`src/rtl/iic_adc_scan.sv`:
```
// Round-robin I2C ADC poller: each PERIOD-cycle slot writes a channel-select byte,
// reads one conversion and keeps the last non-zero result per channel (capture latency 1).
module iic_adc_scan #(
  parameter int         PERIOD    = 12000,
  parameter int         WR_OFFSET = 500,
  parameter int         RD_OFFSET = 5500,
  parameter int         NUM_CH    = 4,
  parameter int         DATA_W    = 16,
  parameter logic [7:0] CFG_BASE  = 8'h84,
  localparam int        CH_W      = (NUM_CH > 1) ? $clog2(NUM_CH) : 1
) (
  input  logic                     clk,
  input  logic                     rst,
  input  logic                     enable,
  output logic                     m_wr_req,
  output logic                     m_rd_req,
  output logic [7:0]               m_cfg_data,
  input  logic                     m_done,
  input  logic [DATA_W-1:0]        m_ad_voltage,
  output logic [NUM_CH*DATA_W-1:0] ad_voltage_valid,
  output logic [NUM_CH-1:0]        ch_update,
  output logic [7:0]               zero_cnt,
  output logic                     err_timeout,
  output logic [CH_W-1:0]          cur_ch
);

  localparam int CNT_W = $clog2(PERIOD);
  localparam logic [CNT_W-1:0] WR_AT   = CNT_W'(WR_OFFSET);
  localparam logic [CNT_W-1:0] RD_AT   = CNT_W'(RD_OFFSET);
  localparam logic [CNT_W-1:0] LAST    = CNT_W'(PERIOD - 1);
  localparam logic [CH_W-1:0]  CH_LAST = CH_W'(NUM_CH - 1);

  localparam logic [2:0] S_IDLE    = 3'd0;
  localparam logic [2:0] S_WAIT_WR = 3'd1;
  localparam logic [2:0] S_WR_BUSY = 3'd2;
  localparam logic [2:0] S_WAIT_RD = 3'd3;
  localparam logic [2:0] S_RD_BUSY = 3'd4;
  localparam logic [2:0] S_HOLD    = 3'd5;

  logic [2:0]                 state_q, state_d;
  logic [CNT_W-1:0]           cnt_q, cnt_d;
  logic [CH_W-1:0]            cur_ch_q, cur_ch_d;
  logic [7:0]                 cfg_q, cfg_d;
  logic [NUM_CH*DATA_W-1:0]   ad_q, ad_d;
  logic [NUM_CH-1:0]          upd_q, upd_d;
  logic [7:0]                 zcnt_q, zcnt_d;
  logic [2:0]                 ch_sel;

  logic wrap;
  logic wr_busy;
  logic rd_busy;
  logic wr_tmo;
  logic rd_tmo;

  assign wrap    = (state_q != S_IDLE) && (cnt_q == LAST);
  assign wr_busy = (state_q == S_WR_BUSY);
  assign rd_busy = (state_q == S_RD_BUSY);
  // A done arriving on the deadline cycle still counts, so it masks the timeout.
  assign wr_tmo  = wr_busy && !m_done && ((cnt_q == RD_AT) || wrap);
  assign rd_tmo  = rd_busy && !m_done && wrap;

  always_comb begin
    state_d  = state_q;
    cnt_d    = '0;
    cur_ch_d = cur_ch_q;
    if (state_q != S_IDLE) begin
      cnt_d = wrap ? '0 : cnt_q + CNT_W'(1);
    end
    case (state_q)
      S_IDLE:    if (enable) state_d = S_WAIT_WR;
      S_WAIT_WR: if (cnt_q == WR_AT) state_d = S_WR_BUSY;
      S_WR_BUSY: begin
        if (m_done) state_d = S_WAIT_RD;
        else if (cnt_q == RD_AT) state_d = S_HOLD;
      end
      S_WAIT_RD: if (cnt_q == RD_AT) state_d = S_RD_BUSY;
      S_RD_BUSY: if (m_done) state_d = S_HOLD;
      S_HOLD:    state_d = S_HOLD;
      default:   state_d = S_IDLE;
    endcase
    // Slot boundary overrides whatever the slot was doing.
    if (wrap) begin
      cur_ch_d = (cur_ch_q == CH_LAST) ? '0 : cur_ch_q + CH_W'(1);
      state_d  = enable ? S_WAIT_WR : S_IDLE;
    end
  end

  // Config byte is loaded one edge early so it is already valid during the write pulse.
  always_comb begin
    ch_sel = 3'(cur_ch_d);
    cfg_d  = cfg_q;
    if ((state_d == S_WAIT_WR) && (cnt_d == WR_AT)) begin
      cfg_d = CFG_BASE | {1'b0, ch_sel, 4'b0000};
    end
  end

  always_comb begin
    ad_d   = ad_q;
    upd_d  = '0;
    zcnt_d = zcnt_q;
    if (rd_busy && m_done) begin
      if (m_ad_voltage != '0) begin
        for (int c = 0; c < NUM_CH; c++) begin
          if (cur_ch_q == CH_W'(c)) begin
            ad_d[c*DATA_W +: DATA_W] = m_ad_voltage;
            upd_d[c]                 = 1'b1;
          end
        end
      end else if (zcnt_q != 8'hFF) begin
        zcnt_d = zcnt_q + 8'd1;
      end
    end
  end

  always_ff @(posedge clk) begin
    if (rst) begin
      state_q  <= S_IDLE;
      cnt_q    <= '0;
      cur_ch_q <= '0;
      cfg_q    <= '0;
      ad_q     <= '0;
      upd_q    <= '0;
      zcnt_q   <= '0;
    end else begin
      state_q  <= state_d;
      cnt_q    <= cnt_d;
      cur_ch_q <= cur_ch_d;
      cfg_q    <= cfg_d;
      ad_q     <= ad_d;
      upd_q    <= upd_d;
      zcnt_q   <= zcnt_d;
    end
  end

  assign m_wr_req         = (state_q == S_WAIT_WR) && (cnt_q == WR_AT);
  assign m_rd_req         = (state_q == S_WAIT_RD) && (cnt_q == RD_AT);
  assign m_cfg_data       = cfg_q;
  assign ad_voltage_valid = ad_q;
  assign ch_update        = upd_q;
  assign zero_cnt         = zcnt_q;
  assign err_timeout      = wr_tmo | rd_tmo;
  assign cur_ch           = cur_ch_q;

endmodule

```
`config.mk`:
```
export PLATFORM = sky130hd
export DESIGN_NAME = iic_adc_scan
export DESIGN_NICKNAME = d
export VERILOG_FILES = /design/src/rtl/iic_adc_scan.sv
export SDC_FILE = /design/constraint.sdc
export NUM_CORES = 1
export LEC_CHECK = 0
export ABC_AREA = 1
export CORE_MARGIN = 3
export CORE_UTILIZATION = 65
export CTS_CLUSTER_DIAMETER = 40
export DETAILED_ROUTE_END_ITERATION = 10
export DONT_BUFFER_PORTS = 1
export GPL_TIMING_DRIVEN = 1
export PLACE_DENSITY = 0.91
export SYNTH_ARGS = -nofsm -noshare
export SYNTH_HDL_FRONTEND = slang
export SYNTH_SLANG_ARGS = --single-unit
```
`constraint.sdc`:
```
create_clock -name clk -period 2.85 [get_ports clk]
set_input_delay 0.57 -clock clk [delete_from_list [all_inputs] [get_ports clk]]
set_output_delay 0.57 -clock clk [all_outputs]
set_load 0.1 [all_outputs]
```
==> results_tabular.tex, run 1 <==
\begin{tabular}{lr}
\hline
Metric & Value \\
\hline
\multicolumn{2}{l}{\textbf{Final layout}} \\
Share of final-layout standard cells stronger than drive strength 1 & 11.52\% \\
Post-synthesis to final-layout area growth & 7.213\% \\
Number of antenna diodes & 0 \\
\# nets final & 621 \\
Core occupancy in the finished layout & 72.39\% \\
\multicolumn{2}{l}{\textbf{Setup path}} \\
Critical path fanouts, max & 5 \\
Critical path buffer and inverter count & 2 \\
Worst-path cell chain & ha\_1 -> nand3\_2 -> inv\_2 -> nand2\_1 -> nor3\_2 -> o211ai\_1 -> o21ai\_2 -> buf\_6 \\
CP Capture Type & output port \\
Longest individual stage delay on the worst path & 0.41 ns \\
Critical path startpoint category & flop \\
Worst setup path class & reg2out \\
Required time at the endpoint of the critical path & 2.28 ns \\
Slowest stage cell, crit path & dfxtp\_1 \\
Arrival time reported for the critical path endpoint & 2.07 ns \\
CP top delay family & simple AND/OR/NAND/NOR gates \\
\multicolumn{2}{l}{\textbf{Routing}} \\
Pre-antenna DRT Iters & 5 \\
Post-detailed-route via-to-cell ratio & 5.686 \\
Drt wl/cell & 16.25 µm \\
Met1 Routed Length & 4321 µm \\
Highest metal layer used by the detailed router & met4 \\
Starting DRC count in detailed routing & 261 \\
Detail Route Antenna Nets & 0 \\
Met2 layer wire length in the routed design & 5378 µm \\
Routed via count & 3,844 \\
Amount of wire on met3 after detailed routing & 1047 µm \\
DRT Wirelength & 10,990 µm \\
Post-route DRC & 0 \\
\multicolumn{2}{l}{\textbf{STA}} \\
Min Clock Period, post-route & 2.640 ns \\
Post-route setup TNS & 0 ns \\
Slew @ Worst Pin & 1.018 ns \\
Ratio of final minimum period to clock period & 92.65\% \\
Setup ws final & 0.2096 ns \\
Fmax & 378.7 MHz \\
Final Hold Fails & 0 \\
Final Slew Violations & 0 \\
Final setup vio count & 0 \\
Rel. slew slack & 32.03\% \\
RSZ-0062 raised after global routing & no \\
Setup clock skew after layout & 0.01194 ns \\
\multicolumn{2}{l}{\textbf{Yosys}} \\
Synthesized-area fraction occupied by xor and xnor cells & 1.010\% \\
Yosys warning total & 0 \\
Area share of fa/ha/maj cells after synthesis & 2.020\% \\
Number of storage elements in the synthesis netlist & 98 \\
Mapped Cells & 592 \\
Area share of the largest cell type after synthesis & 45.24\% \\
Top cell type by total area after synthesis & dfxtp\_1 \\
Most common cell in the synthesized netlist & dfxtp\_1 \\
Cell types with the highest counts after synthesis & dfxtp\_1 (98), nor2\_1 (94), inv\_1 (82) \\
Count of distinct cell types in the synthesized netlist & 35 \\
Register area share after synthesis & 45.24\% \\
Post-synthesis async set-or-reset flop share & 0\% \\
Average cell area after synthesis & 7.325 µm² \\
Post-synthesis simple-gate area fraction & 25.01\% \\
Number of enable flip-flop cells after synthesis & 0 \\
Netlist area before placement & 4337 µm² \\
Synthesized-area fraction occupied by ao, oa, aoi and oai cells & 15.61\% \\
Cell types occupying the most area after synthesis & dfxtp\_1 (45\%), o21ai\_0 (8.4\%), nor2\_1 (8.1\%) \\
Combinational family with the most area after synthesis & simple AND/OR/NAND/NOR gates \\
Multiplexer share of the synthesized area & 0\% \\
Main flop type after synthesis & dfxtp\_1 \\
\multicolumn{2}{l}{\textbf{Die}} \\
Rows & 29 \\
Width of the die & 87.68 µm \\
I/O pin total & 109 \\
Initial Util & 67.52\% \\
Chip height & 87.68 µm \\
Core Region & 6422 µm² \\
Die area & 7688 µm² \\
\multicolumn{2}{l}{\textbf{Pwr}} \\
Worst IR Drop VDD & 0.0004404 V \\
Leakage power & 1.792 nW \\
Total power per unit cell area & 511.8 nW/µm² \\
Sum of internal, switching and leakage power & 2.380 mW \\
\multicolumn{2}{l}{\textbf{Flow run}} \\
Max-cap violations & 0 \\
\multicolumn{2}{l}{\textbf{Clock tree}} \\
Clock-pin slew on the worst setup and hold paths & 0.10 ns \\
Cell at the root of the clock tree & clkbuf\_8 \\
Number of buffers added by the clock tree synthesis step & 9 \\
Clock latency at the later pin of the worst-skew pair & 0.37 ns \\
Total number of clock tree sinks & 98 \\
H-tree levels & 3 \\
Number of buffers inserted by hold repair at cts & 0 \\
Clock tree buffer depth & 2 \\
Clock tree from TritonCTS & built \\
\multicolumn{2}{l}{\textbf{GRT}} \\
Number of global-route vias before repair & 3,647 \\
Number of antenna violations at the first check in global routing & 0 \\
Sum of overflow across all layers after global routing & 0 \\
Pin count of the biggest net entering global routing & 56 \\
Global-route wire length before repair & 17,230 µm \\
Global routing usage summed across all routing layers & 28.81\% \\
\multicolumn{2}{l}{\textbf{Outcome}} \\
Run status & complete, no violations \\
\multicolumn{2}{l}{\textbf{Placement}} \\
Post-placement worst setup slack & 0.4699 ns \\
Placed wire-length estimate & 7993 µm \\
Count of buffers inserted at the top-level ports & 0 \\
Placer Congestion & 0.9541 \\
\multicolumn{2}{l}{\textbf{Worst hold path}} \\
Worst hold path type & in2reg \\
\hline
\end{tabular}
-- registers in the layout, indices dropped and copies added (netlist names) --
name	cells
state_q	3
m_cfg_data	3
zero_cnt	8
ch_update	4
cnt_q	14
cur_ch	2
ad_voltage_valid	64
-- stage by stage --
stage	instance area, µm²	hold WS, ns	cells
final	4649	0.2609	676
after global routing	4649	0.2468	676
after CTS	4641	0.2514	676
after detailed placement	4441	0.4830	660
after global placement	4441	0.4559	660
after floorplan	4348	0.4414	595
-- kinds of logic (layout without fill, tap and decap cells) --
| logic type | after synthesis | count (layout) |
|---|---|---|
| buffers and inverters | 118 | 122 |
| adder cells (fa/ha/maj) | 7 | 7 |
| other | 1 | 4 |
| XOR/XNOR | 5 | 5 |
| AND/OR/NAND/NOR | 230 | 230 |
| AO/OA/AOI/OAI | 133 | 133 |
| flip-flops | 98 | 98 |
-- area by class of cell --
type                    count  area, µm²
clock inverters             6      72.57
clock buffers              10      127.6
inverters                  91      341.6
multi-input cells         379       1919
well taps                  77      96.34
flip-flops and latches     98       1963
repair buffers             15      128.9
fillers                   508       1773
-- repair_timing --
item	in CTS	in global routing
setup buffers	0	0
endpoints found under the setup margin	0	1
gates resized for setup	0	2
-- power breakdown --
part / internal [mW] / switching [mW]
combinational: 0.0212 / 0.0700
sequential: 1.37 / 0.00244
clock: 0.417 / 0.498
total: 1.81 / 0.571
-- cells in the final DEF (no fill, tap or decap), types with 2 or more instances in the layout --
master / instances
dfxtp_1: 97
nor2_1: 93
inv_1: 82
o21ai_0: 72
nand2_1: 67
a21oi_1: 56
nand3_1: 25
buf_4: 13
inv_2: 9
clkbuf_8: 9
nand4_1: 8
nor2_2: 7
nand3_2: 7
ha_1: 7
nor3_1: 6
nor4_2: 4
xor2_1: 4
conb_1: 4
nand2_2: 3
inv_6: 3
nor3_2: 2
nor2_4: 2
-- worst register-to-register path: stages (launching register included) --
cell	delay (ns)
dfxtp_1	0.41
ha_1	0.22
nand3_2	0.13
inv_2	0.12
nand2_1	0.10
nor2_1	0.12
nand2_1	0.13
nand2_1	0.11
inv_2	0.04
nand3_1	0.10
nand2_2	0.10
nor2_2	0.16
nand2_1	0.06
nand2_1	0.06
nor2_1	0.04
-- worst paths after layout --
path                        end  slack (ns)  cells past startpoint  startpoint
setup / recovery    err_timeout        0.21                      8    cnt_q[0]
hold reg to reg        cnt_q[0]        0.50                      1    cnt_q[0]
hold / removal       state_q[0]        0.26                      1         rst
setup reg to reg  m_cfg_data[5]        0.83                     14    cnt_q[0]
-- per-layer routing --
metal  up-vias  GRT usage (%)
met2       145          47.05
met1      1786          35.13
met3        25          9.972
met4         0          10.74
li1       1888              -
met5         -              0
(Power assumes the default switching activity.)
==> inputs of run 2 (changes only) <==
- CORE_UTILIZATION: 65 -> 45
- PLACE_DENSITY: 0.91 -> 0.7
==> run 2 against run 1 <==
Compared with the run above:
- maximum frequency down 2.0%
- critical path depth unchanged
- core utilization down 22 points
- clock skew up 0.0035 ns
- clock power down 4.8%
- register-to-register slack about the same
- global-route usage down 9.9 points
- critical endpoint unchanged
- largest cell class unchanged
==> results_tabular.tex, run 2 (synthesis results as in run 1) <==
\begin{tabular}{lr}
\hline
Metric & Value \\
\hline
\multicolumn{2}{l}{\textbf{Outcome}} \\
Run status & complete, no violations \\
\multicolumn{2}{l}{\textbf{Placement}} \\
Count of buffers inserted at the top-level ports & 0 (unchanged) \\
Placer Congestion & 0.8973 (-6.0\%) \\
Post-placement worst setup slack & 0.4296 ns (-0.04035 ns) \\
Placed wire-length estimate & 7723 µm (-3.4\%) \\
\multicolumn{2}{l}{\textbf{GRT}} \\
Number of antenna violations at the first check in global routing & 0 (unchanged) \\
Number of global-route vias before repair & 3,513 (-3.7\%) \\
Pin count of the biggest net entering global routing & 72 (+29\%) \\
Global-route wire length before repair & 17,010 µm (-1.3\%) \\
Sum of overflow across all layers after global routing & 0 (unchanged) \\
Global routing usage summed across all routing layers & 18.94\% (-9.9 points) \\
\multicolumn{2}{l}{\textbf{Pwr}} \\
Relative contribution of sequential cells to total power & 58.9\% (+1.2 points) \\
Net switching power & 0.5805 mW (+1.7\%) \\
Total power per unit cell area & 497.7 nW/µm² (-2.8\%) \\
Worst IR Drop VDD & 0.0003009 V (-32\%) \\
Leakage power & 1.784 nW (-0.43\%) \\
Switching share of total power & 24.89\% (+0.91 points) \\
Power Internal & 1.752 mW (-3.2\%) \\
Sum of internal, switching and leakage power & 2.332 mW (-2.0\%) \\
Power share of the clock group & 37.4\% (-1.1 points) \\
Comb power frac & 3.7\% (about the same) \\
\multicolumn{2}{l}{\textbf{Final layout}} \\
\# nets final & 620 (-0.16\%) \\
Number of antenna diodes & 0 (unchanged) \\
Number of flip-flops in the largest register & 64 (unchanged) \\
Share of final-layout standard cells stronger than drive strength 1 & 11.54\% (+0.019 points) \\
Most frequent standard cell in the layout excluding fill and tap cells & dfxtp\_1 \\
Post-synthesis to final-layout area growth & 8.050\% \\
Highest-count cells in the layout ignoring fill and taps & dfxtp\_1 (97), nor2\_1 (93), inv\_1 (82) \\
\multicolumn{2}{l}{\textbf{Setup path}} \\
Worst-path cell chain & ha\_1 -> nand3\_2 -> inv\_2 -> nand2\_1 -> nor3\_2 -> o211ai\_1 -> o21ai\_2 -> buf\_4 \\
Arrival time reported for the critical path endpoint & 2.12 ns (+0.05 ns) \\
CP top delay family & simple AND/OR/NAND/NOR gates \\
Critical path buffer and inverter count & 2 (unchanged) \\
Critical path startpoint category & flop \\
Critical path fanouts, max & 5 (unchanged) \\
Required time at the endpoint of the critical path & 2.28 ns (about the same) \\
Number of gates on the worst path with buffers counted & 8 (unchanged) \\
Slowest stage cell, crit path & dfxtp\_1 \\
Length in cells of the worst reg-to-reg path & 14 (unchanged) \\
CP Capture Type & output port \\
Longest individual stage delay on the worst path & 0.41 ns (about the same) \\
Worst setup path class & reg2out \\
\multicolumn{2}{l}{\textbf{STA}} \\
Final Hold Fails & 0 (unchanged) \\
Post-route setup TNS & 0 ns (unchanged) \\
Slew @ Worst Pin & 1.016 ns (-0.002534 ns) \\
Final Slew Violations & 0 (unchanged) \\
Final setup vio count & 0 (unchanged) \\
Fmax & 371.3 MHz (-2.0\%) \\
Setup clock skew after layout & 0.01548 ns (+0.003541 ns) \\
Rel. slew slack & 32.29\% (+0.26 points) \\
Ratio of final minimum period to clock period & 94.50\% (+1.9 points) \\
RSZ-0062 raised after global routing & no \\
Setup ws final & 0.1568 ns (-0.05273 ns) \\
Min Clock Period, post-route & 2.693 ns (+0.05273 ns) \\
\multicolumn{2}{l}{\textbf{Clock tree}} \\
Clock tree from TritonCTS & built \\
Clock tree buffer depth & 2 (unchanged) \\
Number of buffers added by the clock tree synthesis step & 9 (unchanged) \\
Post-CTS sizing & 0 (unchanged) \\
Clock latency at the later pin of the worst-skew pair & 0.36 ns (about the same) \\
Total number of clock tree sinks & 98 (unchanged) \\
Setup bufs post-CTS & 0 (unchanged) \\
Cell at the root of the clock tree & clkbuf\_8 \\
H-tree levels & 3 (unchanged) \\
Number of buffers inserted by hold repair at cts & 0 (unchanged) \\
Clock-pin slew on the worst setup and hold paths & 0.10 ns (about the same) \\
\multicolumn{2}{l}{\textbf{Routing}} \\
Post-detailed-route via-to-cell ratio & 5.072 (-11\%) \\
Highest metal layer used by the detailed router & met4 \\
Detail Route Antenna Nets & 0 (unchanged) \\
Post-route DRC & 0 (unchanged) \\
Met2 layer wire length in the routed design & 4939 µm (-8.2\%) \\
Starting DRC count in detailed routing & 169 (-35\%) \\
Amount of wire on met3 after detailed routing & 941 µm (-10\%) \\
DRT Wirelength & 10,250 µm (-6.7\%) \\
Drt wl/cell & 14.09 µm (-13\%) \\
Met1 Routed Length & 4297 µm (-0.56\%) \\
Pre-antenna DRT Iters & 5 (unchanged) \\
Routed via count & 3,687 (-4.1\%) \\
\multicolumn{2}{l}{\textbf{Die}} \\
Initial Util & 46.71\% (-21 points) \\
Rows & 35 (+21\%) \\
Die area & 10,850 µm² (+41\%) \\
Core Region & 9284 µm² (+45\%) \\
I/O pin total & 109 (unchanged) \\
Chip height & 104.2 µm (+19\%) \\
Width of the die & 104.2 µm (+19\%) \\
\multicolumn{2}{l}{\textbf{Flow run}} \\
Max-cap violations & 0 (unchanged) \\
\multicolumn{2}{l}{\textbf{Worst hold path}} \\
Worst hold path type & in2reg \\
Hold-critical path depth & 1 (unchanged) \\
\hline
\end{tabular}
[run 2: worst paths after layout]
check,from,end,slack [ns]
setup reg to reg,cnt_q[0],m_cfg_data[5],0.83
setup / recovery,cnt_q[0],err_timeout,0.16
hold / removal,rst,m_cfg_data[2],0.27
hold reg to reg,cnt_q[0],cnt_q[0],0.49
[run 2: layer usage]
layer / vias up / global-route usage, %
li1: 1873 / -
met1: 1684 / 23.60
met2: 124 / 31.38
met3: 6 / 6.456
met4: 0 / 5.033
met5: - / 0
[run 2: power groups by stage]
stage	Sequential (mW)	Combinational, mW	Clock, mW
after global routing	1.37	0.0976	0.947
after CTS	1.37	0.0869	0.903
after detailed placement	1.40	0.0866	0
after global placement	1.40	0.0851	0
final	1.37	0.0871	0.872
after floorplan	1.40	0.0825	0
[run 2: worst register-to-register path, stage by stage (launching register included)]
cell     delay [ns]
dfxtp_1        0.41
ha_1           0.22
nand3_2        0.14
inv_2          0.12
nand2_1        0.10
nor2_1         0.13
nand2_1        0.13
nand2_1        0.10
inv_2          0.04
nand3_1        0.11
nand2_2        0.09
nor2_2         0.16
nand2_1        0.06
nand2_1        0.06
nor2_1         0.03
[run 2: layout make-up]
cell class | count | area (µm²)
Timing Repair Buffer | 14 | 105.1
Tap cell | 129 | 161.4
Sequential cell | 98 | 1963
Multi-Input combinational cell | 379 | 1919
Fill cell | 934 | 4598
Clock buffer | 10 | 137.6
Inverter | 91 | 341.6
Clock inverter | 6 | 57.56
[run 2: stage by stage]
step | hold slack [ns] | utilization [%] | cell area [µm²] | instances
finish | 0.2726 | 50.47 | 4686 | 727
global route | 0.2467 | 50.47 | 4686 | 727
CTS | 0.2540 | 50.42 | 4681 | 727
detailed placement | 0.4742 | 48.32 | 4486 | 711
global placement | 0.4565 | 48.32 | 4486 | 711
floorplan | 0.4414 | - | 4348 | 595
